## config.mk

```make
export PLATFORM = sky130hd
export DESIGN_NAME = mlp_host_sequencer
export DESIGN_NICKNAME = d
export VERILOG_FILES = /design/src/rtl/mlp_host_sequencer.sv
export SDC_FILE = /design/constraint.sdc
export NUM_CORES = 1
export LEC_CHECK = 0
export CAP_MARGIN = 20
export CORE_MARGIN = 2
export CORE_UTILIZATION = 48
export CTS_CLUSTER_SIZE = 40
export DETAILED_ROUTE_END_ITERATION = 8
export DONT_BUFFER_PORTS = 1
export PLACE_DENSITY = 0.71
export SLEW_MARGIN = 20
export SYNTH_ARGS = -nofsm -noshare
export SYNTH_HDL_FRONTEND = slang
export SYNTH_SLANG_ARGS = --single-unit
```

## constraint.sdc

```tcl
create_clock -name clk -period 1.9 [get_ports clk]
set_input_delay 0.38 -clock clk [delete_from_list [all_inputs] [get_ports clk]]
set_output_delay 0.38 -clock clk [all_outputs]
set_load 0.01 [all_outputs]
```

## src/rtl/mlp_host_sequencer.sv

```systemverilog
// Host-side sequencer that streams inputs and weights into the mlp accelerator over its
// register bus, starts a run, polls for DONE and returns the single output (or a timeout flag).
module mlp_host_sequencer #(
   parameter int N_INPUTS       = 2,
   parameter int N_HIDDEN       = 4,
   parameter int OUT_WIDTH      = 16,
   parameter int TIMEOUT_CYCLES = 4096
) (
   input  logic                 clk,
   input  logic                 rst,
   input  logic                 start,
   output logic                 busy,
   input  logic                 s_valid,
   output logic                 s_ready,
   input  logic [31:0]          s_data,
   output logic                 res_valid,
   input  logic                 res_ready,
   output logic [OUT_WIDTH-1:0] res_data,
   output logic                 res_err,
   output logic                 m_write_en,
   output logic [1:0]           m_addr,
   output logic [31:0]          m_writedata,
   input  logic [31:0]          m_readdata
);

   localparam logic [1:0] ADDR_CTRL   = 2'd0;
   localparam logic [1:0] ADDR_INPUT  = 2'd1;
   localparam logic [1:0] ADDR_WEIGHT = 2'd2;
   localparam logic [1:0] ADDR_OUTPUT = 2'd3;

   localparam logic [31:0] CTRL_CLEAR     = 32'h0000_0000;
   localparam logic [31:0] CTRL_LAYER_OUT = 32'h0000_0008;
   localparam logic [31:0] CTRL_RUN       = 32'h0000_0001;

   localparam int N_HID_WORDS = N_HIDDEN * (N_INPUTS + 1);
   localparam int N_OUT_WORDS = N_HIDDEN + 1;
   localparam int MAX_WORDS   = (N_HID_WORDS > N_INPUTS) ?
                                ((N_HID_WORDS > N_OUT_WORDS) ? N_HID_WORDS : N_OUT_WORDS) :
                                ((N_INPUTS > N_OUT_WORDS) ? N_INPUTS : N_OUT_WORDS);
   localparam int CNT_W  = $clog2(MAX_WORDS + 1);
   localparam int POLL_W = $clog2(TIMEOUT_CYCLES + 1);

   localparam logic [CNT_W-1:0]  LAST_IN   = CNT_W'(N_INPUTS - 1);
   localparam logic [CNT_W-1:0]  LAST_HID  = CNT_W'(N_HID_WORDS - 1);
   localparam logic [CNT_W-1:0]  LAST_OUT  = CNT_W'(N_OUT_WORDS - 1);
   localparam logic [POLL_W-1:0] LAST_POLL = POLL_W'(TIMEOUT_CYCLES - 1);

   typedef enum logic [3:0] {
      IDLE, LOAD_IN, LOAD_HID, SEL_OUT, LOAD_OUT, RUN, POLL, READ, RESULT
   } state_t;

   state_t                state_q, state_d;
   logic [CNT_W-1:0]      word_cnt_q, word_cnt_d;
   logic [POLL_W-1:0]     poll_cnt_q, poll_cnt_d;
   logic                  read_phase_q, read_phase_d;
   logic                  m_write_en_q, m_write_en_d;
   logic [1:0]            m_addr_q, m_addr_d;
   logic [31:0]           m_writedata_q, m_writedata_d;
   logic                  res_valid_q, res_valid_d;
   logic                  res_err_q, res_err_d;
   logic [OUT_WIDTH-1:0]  res_data_q, res_data_d;
   logic                  load_state;
   logic                  load_hs;

   // A write slot exists only when the previous cycle carried no pulse, which enforces the gap.
   assign load_state = (state_q == LOAD_IN) || (state_q == LOAD_HID) || (state_q == LOAD_OUT);
   assign s_ready    = load_state && !m_write_en_q;
   assign load_hs    = s_valid && s_ready;
   assign busy       = (state_q != IDLE);

   assign m_write_en  = m_write_en_q;
   assign m_addr      = m_addr_q;
   assign m_writedata = m_writedata_q;
   assign res_valid   = res_valid_q;
   assign res_err     = res_err_q;
   assign res_data    = res_data_q;

   always_comb begin
      // NOTE: every signal gets a default first so no path through the case infers a latch.
      state_d       = state_q;
      word_cnt_d    = word_cnt_q;
      poll_cnt_d    = poll_cnt_q;
      read_phase_d  = read_phase_q;
      m_write_en_d  = 1'b0;
      m_addr_d      = m_addr_q;
      m_writedata_d = m_writedata_q;
      res_valid_d   = res_valid_q;
      res_err_d     = res_err_q;
      res_data_d    = res_data_q;

      unique case (state_q)
         IDLE: begin
            if (start) begin
               state_d       = LOAD_IN;
               word_cnt_d    = '0;
               m_write_en_d  = 1'b1;
               m_addr_d      = ADDR_CTRL;
               m_writedata_d = CTRL_CLEAR;
            end
         end
         LOAD_IN: begin
            if (load_hs) begin
               m_write_en_d  = 1'b1;
               m_addr_d      = ADDR_INPUT;
               m_writedata_d = s_data;
               if (word_cnt_q == LAST_IN) begin
                  word_cnt_d = '0;
                  state_d    = LOAD_HID;
               end else begin
                  word_cnt_d = word_cnt_q + 1'b1;
               end
            end
         end
         LOAD_HID: begin
            if (load_hs) begin
               m_write_en_d  = 1'b1;
               m_addr_d      = ADDR_WEIGHT;
               m_writedata_d = s_data;
               if (word_cnt_q == LAST_HID) begin
                  word_cnt_d = '0;
                  state_d    = SEL_OUT;
               end else begin
                  word_cnt_d = word_cnt_q + 1'b1;
               end
            end
         end
         SEL_OUT: begin
            if (!m_write_en_q) begin
               m_write_en_d  = 1'b1;
               m_addr_d      = ADDR_CTRL;
               m_writedata_d = CTRL_LAYER_OUT;
               state_d       = LOAD_OUT;
            end
         end
         LOAD_OUT: begin
            if (load_hs) begin
               m_write_en_d  = 1'b1;
               m_addr_d      = ADDR_WEIGHT;
               m_writedata_d = s_data;
               if (word_cnt_q == LAST_OUT) begin
                  word_cnt_d = '0;
                  state_d    = RUN;
               end else begin
                  word_cnt_d = word_cnt_q + 1'b1;
               end
            end
         end
         RUN: begin
            if (!m_write_en_q) begin
               m_write_en_d  = 1'b1;
               m_addr_d      = ADDR_CTRL;
               m_writedata_d = CTRL_RUN;
               poll_cnt_d    = '0;
               state_d       = POLL;
            end
         end
         POLL: begin
            // Read data lags the address by a cycle, so the first POLL cycle is not trusted.
            if ((poll_cnt_q != '0) && m_readdata[1]) begin
               m_addr_d     = ADDR_OUTPUT;
               read_phase_d = 1'b0;
               state_d      = READ;
            end else if (poll_cnt_q == LAST_POLL) begin
               res_valid_d = 1'b1;
               res_err_d   = 1'b1;
               res_data_d  = '0;
               state_d     = RESULT;
            end else begin
               poll_cnt_d = poll_cnt_q + 1'b1;
            end
         end
         READ: begin
            if (!read_phase_q) begin
               read_phase_d = 1'b1;
               m_addr_d     = ADDR_CTRL;
            end else begin
               res_valid_d = 1'b1;
               res_err_d   = 1'b0;
               res_data_d  = m_readdata[OUT_WIDTH-1:0];
               state_d     = RESULT;
            end
         end
         RESULT: begin
            if (res_ready) begin
               res_valid_d = 1'b0;
               state_d     = IDLE;
            end
         end
         default: state_d = IDLE;
      endcase
   end

   always_ff @(posedge clk) begin
      // NOTE: sequential state uses non-blocking assignments so all flops update together.
      if (rst) begin
         state_q       <= IDLE;
         word_cnt_q    <= '0;
         poll_cnt_q    <= '0;
         read_phase_q  <= 1'b0;
         m_write_en_q  <= 1'b0;
         m_addr_q      <= '0;
         m_writedata_q <= '0;
         res_valid_q   <= 1'b0;
         res_err_q     <= 1'b0;
         res_data_q    <= '0;
      end else begin
         state_q       <= state_d;
         word_cnt_q    <= word_cnt_d;
         poll_cnt_q    <= poll_cnt_d;
         read_phase_q  <= read_phase_d;
         m_write_en_q  <= m_write_en_d;
         m_addr_q      <= m_addr_d;
         m_writedata_q <= m_writedata_d;
         res_valid_q   <= res_valid_d;
         res_err_q     <= res_err_d;
         res_data_q    <= res_data_d;
      end
   end

endmodule

```

# Yosys cells after proc, flatten, opt, wreduce, memory -nomap -nowiden
# Cells that the tools add are included.
# totals
register_bits	75
output_inout_bits	55
# classes
n_addsub	2
eq_ne	32
muxes	55
reduce_logical	26
# op_table
cell	n
32-bit 2-to-1 mux	4
32-bit one-hot mux with 4 select lines	1
4-bit 2-to-1 mux	20
16-bit 2-to-1 mux	3
13-bit 2-to-1 mux	3
4-bit one-hot mux with 9 select lines	1
16-bit one-hot mux with 2 select lines	1
2-bit != test (second input constant)	14
13-bit one-hot mux with 2 select lines	1
4-bit by 3-bit == test with 1-bit output (second input constant)	5
4-bit one-hot mux with 4 select lines	1
5-bit AND reduction	3
13-bit by 1-bit adder with 13-bit output (second input constant)	1
13-bit by 12-bit == test with 1-bit output (second input constant)	1
13-bit nonzero test	1
2-bit 2-to-1 mux	6
2-bit one-hot mux with 6 select lines	1
12-bit AND reduction	1
4-bit nonzero test	3
2-bit by 1-bit != test with 1-bit output (second input constant)	5
1-bit 2-to-1 mux	9
4-bit by 1-bit == test with 1-bit output (second input constant)	2
4-bit by 2-bit == test with 1-bit output (second input constant)	2
4-bit == test (second input constant)	2
other kinds (16)	24

# Depth between registers and ports, before layout
# depth
word_depth	7
depth_mapped	9
depth_no_buf	7

# Least setup slack after synthesis
# No wires, ideal clock.
# synth_path
path_kind	reg2reg
startpoint	reg poll_cnt_q[0]
endpoint	reg poll_cnt_q[6]
arrival_ps	1932
t_required_ps	1768
path_slack_ps	-164
stages_incl_launch_ff	10
synth_period_minus_slack_ps	2064
path_cell_list	dfxtp_1 -> inv_1 -> ha_1 -> nor4b_1 -> a31oi_2 -> and2_4 -> buf_6 -> clkbuf_1 -> o41ai_1 -> a21oi_1
# synth_between
elab_chain_len	4
elab_cells_between_ends	10
classes_between	add/sub: 1; eq/ne: 3; mux: 3; reduce/logical: 3
# synth_lines
item	line	source
from (decl)	54	logic [POLL_W-1:0] poll_cnt_q, poll_cnt_d;
from (signal assigned)	209	poll_cnt_q <= poll_cnt_d;
13-bit by 1-bit adder with 13-bit output or 13-bit nonzero test (tied branches)	169, 159	
13-bit 2-to-1 mux or 1-bit logical AND (tied branches)	163, 159	
13-bit 2-to-1 mux or 2-bit != test (tied branches)	--	
13-bit one-hot mux with 2 select lines or 4-bit AND reduction (tied branches)	--	
# Parallel ways exist; a longest one is shown, timed or not. The select of a mux whose other input is x is not followed.
# A chain may end at the register's enable or synchronous reset.

# Worst setup path in the final report
# layout_path
startpoint	reg poll_cnt_q[8]
endpoint	reg poll_cnt_q[11]
# Same word-level chain as after synthesis.

==> report_table.html <==
<table>
<tr><th>Metric</th><th>Value</th></tr>
<tr><th colspan="2">Place</th></tr>
<tr><td>Routability congestion estimate</td><td>0.909</td></tr>
<tr><td>Placed instance area</td><td>roughly 3700 um^2</td></tr>
<tr><td>Cell count after placement</td><td>approximately 440</td></tr>
<tr><td>Sum of net half-perimeters after detailed placement</td><td>approximately 5.9 mm</td></tr>
<tr><td>IO buf count</td><td>0</td></tr>
<tr><th colspan="2">STA</th></tr>
<tr><td>Ratio of final minimum period to clock period</td><td>109%</td></tr>
<tr><td>Maximum frequency from static timing analysis</td><td>~480 MHz</td></tr>
<tr><td>Headroom to the max-slew limit</td><td>a little under half</td></tr>
<tr><td>Crit path setup slack, layout</td><td>-170 ps</td></tr>
<tr><td>Summed negative setup slack over all endpoints</td><td>-3810 ps</td></tr>
<tr><td>Worst clock skew on the final layout</td><td>around 11 ps</td></tr>
<tr><td>Setup repair after global routing missed its margin</td><td>yes</td></tr>
<tr><td>Final critical delay including setup and external delays</td><td>2070 ps</td></tr>
<tr><td>Count of final setup violators</td><td>35</td></tr>
<tr><td>Max Slew Vio Count</td><td>0</td></tr>
<tr><td>Hold Worst Slack</td><td>around 85 ps</td></tr>
<tr><td>Slew @ Worst Pin</td><td>808 ps</td></tr>
<tr><td>Hold violation total from the final report</td><td>0</td></tr>
<tr><th colspan="2">Logic synthesis</th></tr>
<tr><td>Synthesized netlist cell count</td><td>between 300 and 400</td></tr>
<tr><td>Area of the mapped netlist</td><td>between 3000 and 4000 um^2</td></tr>
<tr><td>Post-synth EDFFs</td><td>0</td></tr>
<tr><td>Number of different library cells in the post-synthesis netlist</td><td>60</td></tr>
<tr><td>Post-synth ARST share</td><td>0%</td></tr>
<tr><td>Mean post-synth cell area</td><td>~9.7 um^2</td></tr>
<tr><td>Number of warnings issued by yosys</td><td>0</td></tr>
<tr><td>Post-synth net total</td><td>about 410</td></tr>
<tr><td>Sequential cell area fraction in the yosys report</td><td>between 40% and 50%</td></tr>
<tr><td>Number of synthesized register bits</td><td>between 70 and 80</td></tr>
<tr><td>Ys flop type</td><td>sky130_fd_sc_hd__dfxtp_1</td></tr>
<tr><th colspan="2">Clocking</th></tr>
<tr><td>Root buf cell</td><td>sky130_fd_sc_hd__clkbuf_8</td></tr>
<tr><td>Clock latency on the worst-skew pair</td><td>around 350 ps</td></tr>
<tr><td># H-tree levels</td><td>3</td></tr>
<tr><td>Clock sink count</td><td>75</td></tr>
<tr><td>Clock tree from TritonCTS</td><td>built</td></tr>
<tr><td>CTS clk-pin slew, worst paths</td><td>approximately 80 ps</td></tr>
<tr><td>Maximum root-to-sink buffer count</td><td>2</td></tr>
<tr><td>Num CTS Buffers</td><td>9</td></tr>
<tr><th colspan="2">Worst setup path</th></tr>
<tr><td>CP required</td><td>roughly 2100 ps</td></tr>
<tr><td>Startpoint Class</td><td>flip-flop</td></tr>
<tr><td>Largest fanout on the critical path</td><td>5</td></tr>
<tr><td>Worst Path Class, Setup</td><td>flip-flop to flip-flop</td></tr>
<tr><td>Worst Setup End Kind</td><td>flip-flop</td></tr>
<tr><td>Endpoint arrival time on the critical path</td><td>around 2300 ps</td></tr>
<tr><td>R2R cell count</td><td>7</td></tr>
<tr><th colspan="2">Floorplanning</th></tr>
<tr><td>Effective utilization at floorplan</td><td>50.2%</td></tr>
<tr><td>Placeable core area</td><td>around 6400 um^2</td></tr>
<tr><td>Total I/O pin count</td><td>124</td></tr>
<tr><td>Site Rows</td><td>29</td></tr>
<tr><td>DIE WIDTH</td><td>roughly 86 um</td></tr>
<tr><td>Total Die Area</td><td>around 7400 um^2</td></tr>
<tr><td>Die boundary height</td><td>between 80 and 90 um</td></tr>
<tr><th colspan="2">Route</th></tr>
<tr><td>Number of vias after detailed routing</td><td>about 3.1k</td></tr>
<tr><td>Residual antenna-violating net count after detailed routing</td><td>0</td></tr>
<tr><td>Number of iterations in the first detailed-routing pass</td><td>4</td></tr>
<tr><td>Post-route DRC violation count</td><td>0</td></tr>
<tr><td>Iter 0 DRT Violations</td><td>around 330</td></tr>
<tr><td>Vias per inst</td><td>roughly 6.6</td></tr>
<tr><td>Post-detailed-route wirelength per cell</td><td>about 21 um</td></tr>
<tr><td>Total Routed Length</td><td>9.66 mm</td></tr>
<tr><th colspan="2">Layout</th></tr>
<tr><td>Synth-to-Final Area Change</td><td>34.9%</td></tr>
<tr><td>Layout cells sized above 1</td><td>about 36%</td></tr>
<tr><td>Post-layout instance count excluding filler cells</td><td>470</td></tr>
<tr><td>NumNets Final</td><td>463</td></tr>
<tr><td>Core Util, Final</td><td>around two thirds</td></tr>
<tr><td>Final antenna diode count</td><td>0</td></tr>
<tr><td>Fin area</td><td>4350 um^2</td></tr>
<tr><th colspan="2">Power</th></tr>
<tr><td>Leakage component of the power</td><td>1.65 nW</td></tr>
<tr><td>Power per standard cell area</td><td>around 1100 nW/um^2</td></tr>
<tr><td>VDD IR-drop max</td><td>roughly 0.00060 V</td></tr>
<tr><th colspan="2">Run status</th></tr>
<tr><td>Violated checks</td><td>setup timing</td></tr>
<tr><td>Status</td><td>finished with violations</td></tr>
<tr><th colspan="2">GRT</th></tr>
<tr><td>Initial antenna violation count</td><td>0</td></tr>
<tr><td>Vias in the first global route</td><td>2809</td></tr>
<tr><td>Total global-route track usage</td><td>roughly a quarter</td></tr>
<tr><td>Global-route wire length before repair</td><td>between 10 and 15 mm</td></tr>
<tr><td>Largest net degree at the start of global routing</td><td>31</td></tr>
<tr><td>GR Overflow Total</td><td>0</td></tr>
<tr><th colspan="2">Job</th></tr>
<tr><td>MaxCap Viol Count</td><td>0</td></tr>
<tr><th colspan="2">Worst hold path</th></tr>
<tr><td>Count of cells along the worst hold path</td><td>1</td></tr>
<tr><td>Classification of the worst-slack hold path</td><td>primary input to flip-flop</td></tr>
</table>
[state kept, by name, summed over array words and instances (netlist names)]
register      count
state_q           4
m_writedata      32
m_addr            2
read_phase_q      1
res_err           1
poll_cnt_q       13
word_cnt_q        4
m_write_en        1
res_data         16
res_valid         1
[through the flow]
step	worst slack, ps	power, W
after detailed placement	-233	0.00319
final	-170	0.00477
after floorplan	-63.5	0.00269
after CTS	-113	0.00466
after global routing	-237	0.00496
after global placement	-135	0.00316
[path summary, 6_finish.rpt]
path | startpoint | slack (ps) | end
worst min-delay path | rst | 80 | m_writedata[3]
worst min register to register | poll_cnt_q[12] | 490 | poll_cnt_q[12]
worst max register to register | poll_cnt_q[8] | -170 | poll_cnt_q[11]
worst max-delay path | poll_cnt_q[8] | -170 | poll_cnt_q[11]
[power by group]
group / internal (W) / total (W) / switching, W
Combinational: 0.000667 / 0.00142 / 0.000751
Sequential: 0.00172 / 0.00192 / 0.000205
Clock: 0.000817 / 0.00143 / 0.000615
[layer usage]
metal	GRT usage [%]	vias up	routed length, um
met4	8.08	0	226
li1	-	1402	-
met3	6.26	25	756
met1	29.9	1532	3810
met2	38.8	163	4870
met5	0	-	0
[cell type report]
class,count,area (um^2)
clock inverter,5,82.6
clock buffer,10,149
multi-input combinational,222,1840
sequential,75,1530
timing repair buffer,66,593
fill,462,2070
inverter,15,61.3
tap,77,96.3
[worst max-delay path, stage by stage, from the launching register on]
cell                      delay (ps)
sky130_fd_sc_hd__dfxtp_2         340
sky130_fd_sc_hd__nor4_1          340
sky130_fd_sc_hd__buf_4           190
sky130_fd_sc_hd__a31oi_4         110
sky130_fd_sc_hd__buf_4           160
sky130_fd_sc_hd__and2_2          230
sky130_fd_sc_hd__o41ai_2         420
sky130_fd_sc_hd__a21oi_1         150
[placed cells by master, fill, tap and decap left out, types with 4 or more instances in the layout]
cell type | synthesis | routed
sky130_fd_sc_hd__buf_6 | 1 | 6
sky130_fd_sc_hd__nand3_1 | 13 | 11
sky130_fd_sc_hd__nor2_1 | 14 | 11
sky130_fd_sc_hd__clkbuf_8 | 0 | 9
sky130_fd_sc_hd__nand3b_1 | 4 | 4
sky130_fd_sc_hd__a21oi_2 | 1 | 5
sky130_fd_sc_hd__nor2b_1 | 4 | 4
sky130_fd_sc_hd__a21oi_1 | 21 | 16
sky130_fd_sc_hd__nand4_1 | 4 | 4
sky130_fd_sc_hd__a22o_1 | 46 | 46
sky130_fd_sc_hd__o21ai_0 | 8 | 8
sky130_fd_sc_hd__inv_1 | 15 | 13
sky130_fd_sc_hd__nand2b_1 | 4 | 4
sky130_fd_sc_hd__or4_4 | 1 | 4
sky130_fd_sc_hd__buf_12 | 0 | 6
sky130_fd_sc_hd__dfxtp_1 | 75 | 62
sky130_fd_sc_hd__or3_1 | 5 | 5
sky130_fd_sc_hd__nand2_1 | 16 | 16
sky130_fd_sc_hd__dfxtp_2 | 0 | 7
sky130_fd_sc_hd__buf_4 | 1 | 54
sky130_fd_sc_hd__dfxtp_4 | 0 | 6
[what timing repair did]
action,CTS,global route
gates cloned,2,2
buffers inserted,5,9
pin swaps,18,23
hold buffers,0,0
setup endpoints to repair,30,68
gates resized for setup,24,39
[kinds of logic after synthesis]
kind of cell | Yosys count | synth area share, %
simple gates | 92 | 16.5
mux | 3 | 0.969
xor+xnor | 1 | 0.271
compound gates | 119 | 28.8
fa+ha+maj | 5 | 1.94
buf+inv | 37 | 5.00
flops | 75 | 46.5
[Yosys cell counts (2+ instances only)]
master	instances	area (um^2)
sky130_fd_sc_hd__a21oi_1	21	105
sky130_fd_sc_hd__a22o_1	46	403
sky130_fd_sc_hd__a31oi_1	2	12.5
sky130_fd_sc_hd__a31oi_2	2	25.0
sky130_fd_sc_hd__a32oi_1	2	17.5
sky130_fd_sc_hd__and3_1	2	12.5
sky130_fd_sc_hd__and4_1	3	26.3
sky130_fd_sc_hd__buf_2	9	45.0
sky130_fd_sc_hd__clkbuf_1	11	41.3
sky130_fd_sc_hd__dfxtp_1	75	1500
sky130_fd_sc_hd__ha_1	5	62.6
sky130_fd_sc_hd__inv_1	15	56.3
sky130_fd_sc_hd__mux2i_1	2	20.0
sky130_fd_sc_hd__nand2_1	16	60.1
sky130_fd_sc_hd__nand2b_1	4	25.0
sky130_fd_sc_hd__nand3_1	13	65.1
sky130_fd_sc_hd__nand3b_1	4	30.0
sky130_fd_sc_hd__nand4_1	4	25.0
sky130_fd_sc_hd__nand4b_1	3	26.3
sky130_fd_sc_hd__nor2_1	14	52.6
sky130_fd_sc_hd__nor2b_1	4	25.0
sky130_fd_sc_hd__nor3_1	3	15.0
sky130_fd_sc_hd__nor4_1	4	25.0
sky130_fd_sc_hd__nor4b_1	2	17.5
sky130_fd_sc_hd__o211a_1	2	20.0
sky130_fd_sc_hd__o211ai_1	3	22.5
sky130_fd_sc_hd__o21ai_0	8	40.0
sky130_fd_sc_hd__o21ai_1	3	15.0
sky130_fd_sc_hd__o311ai_0	3	26.3
sky130_fd_sc_hd__o31ai_1	7	52.6
sky130_fd_sc_hd__o32ai_1	2	17.5
sky130_fd_sc_hd__o41ai_1	3	26.3
sky130_fd_sc_hd__or3_1	5	31.3
sky130_fd_sc_hd__or4_1	4	30.0
Power figures use the tool's default switching activity.
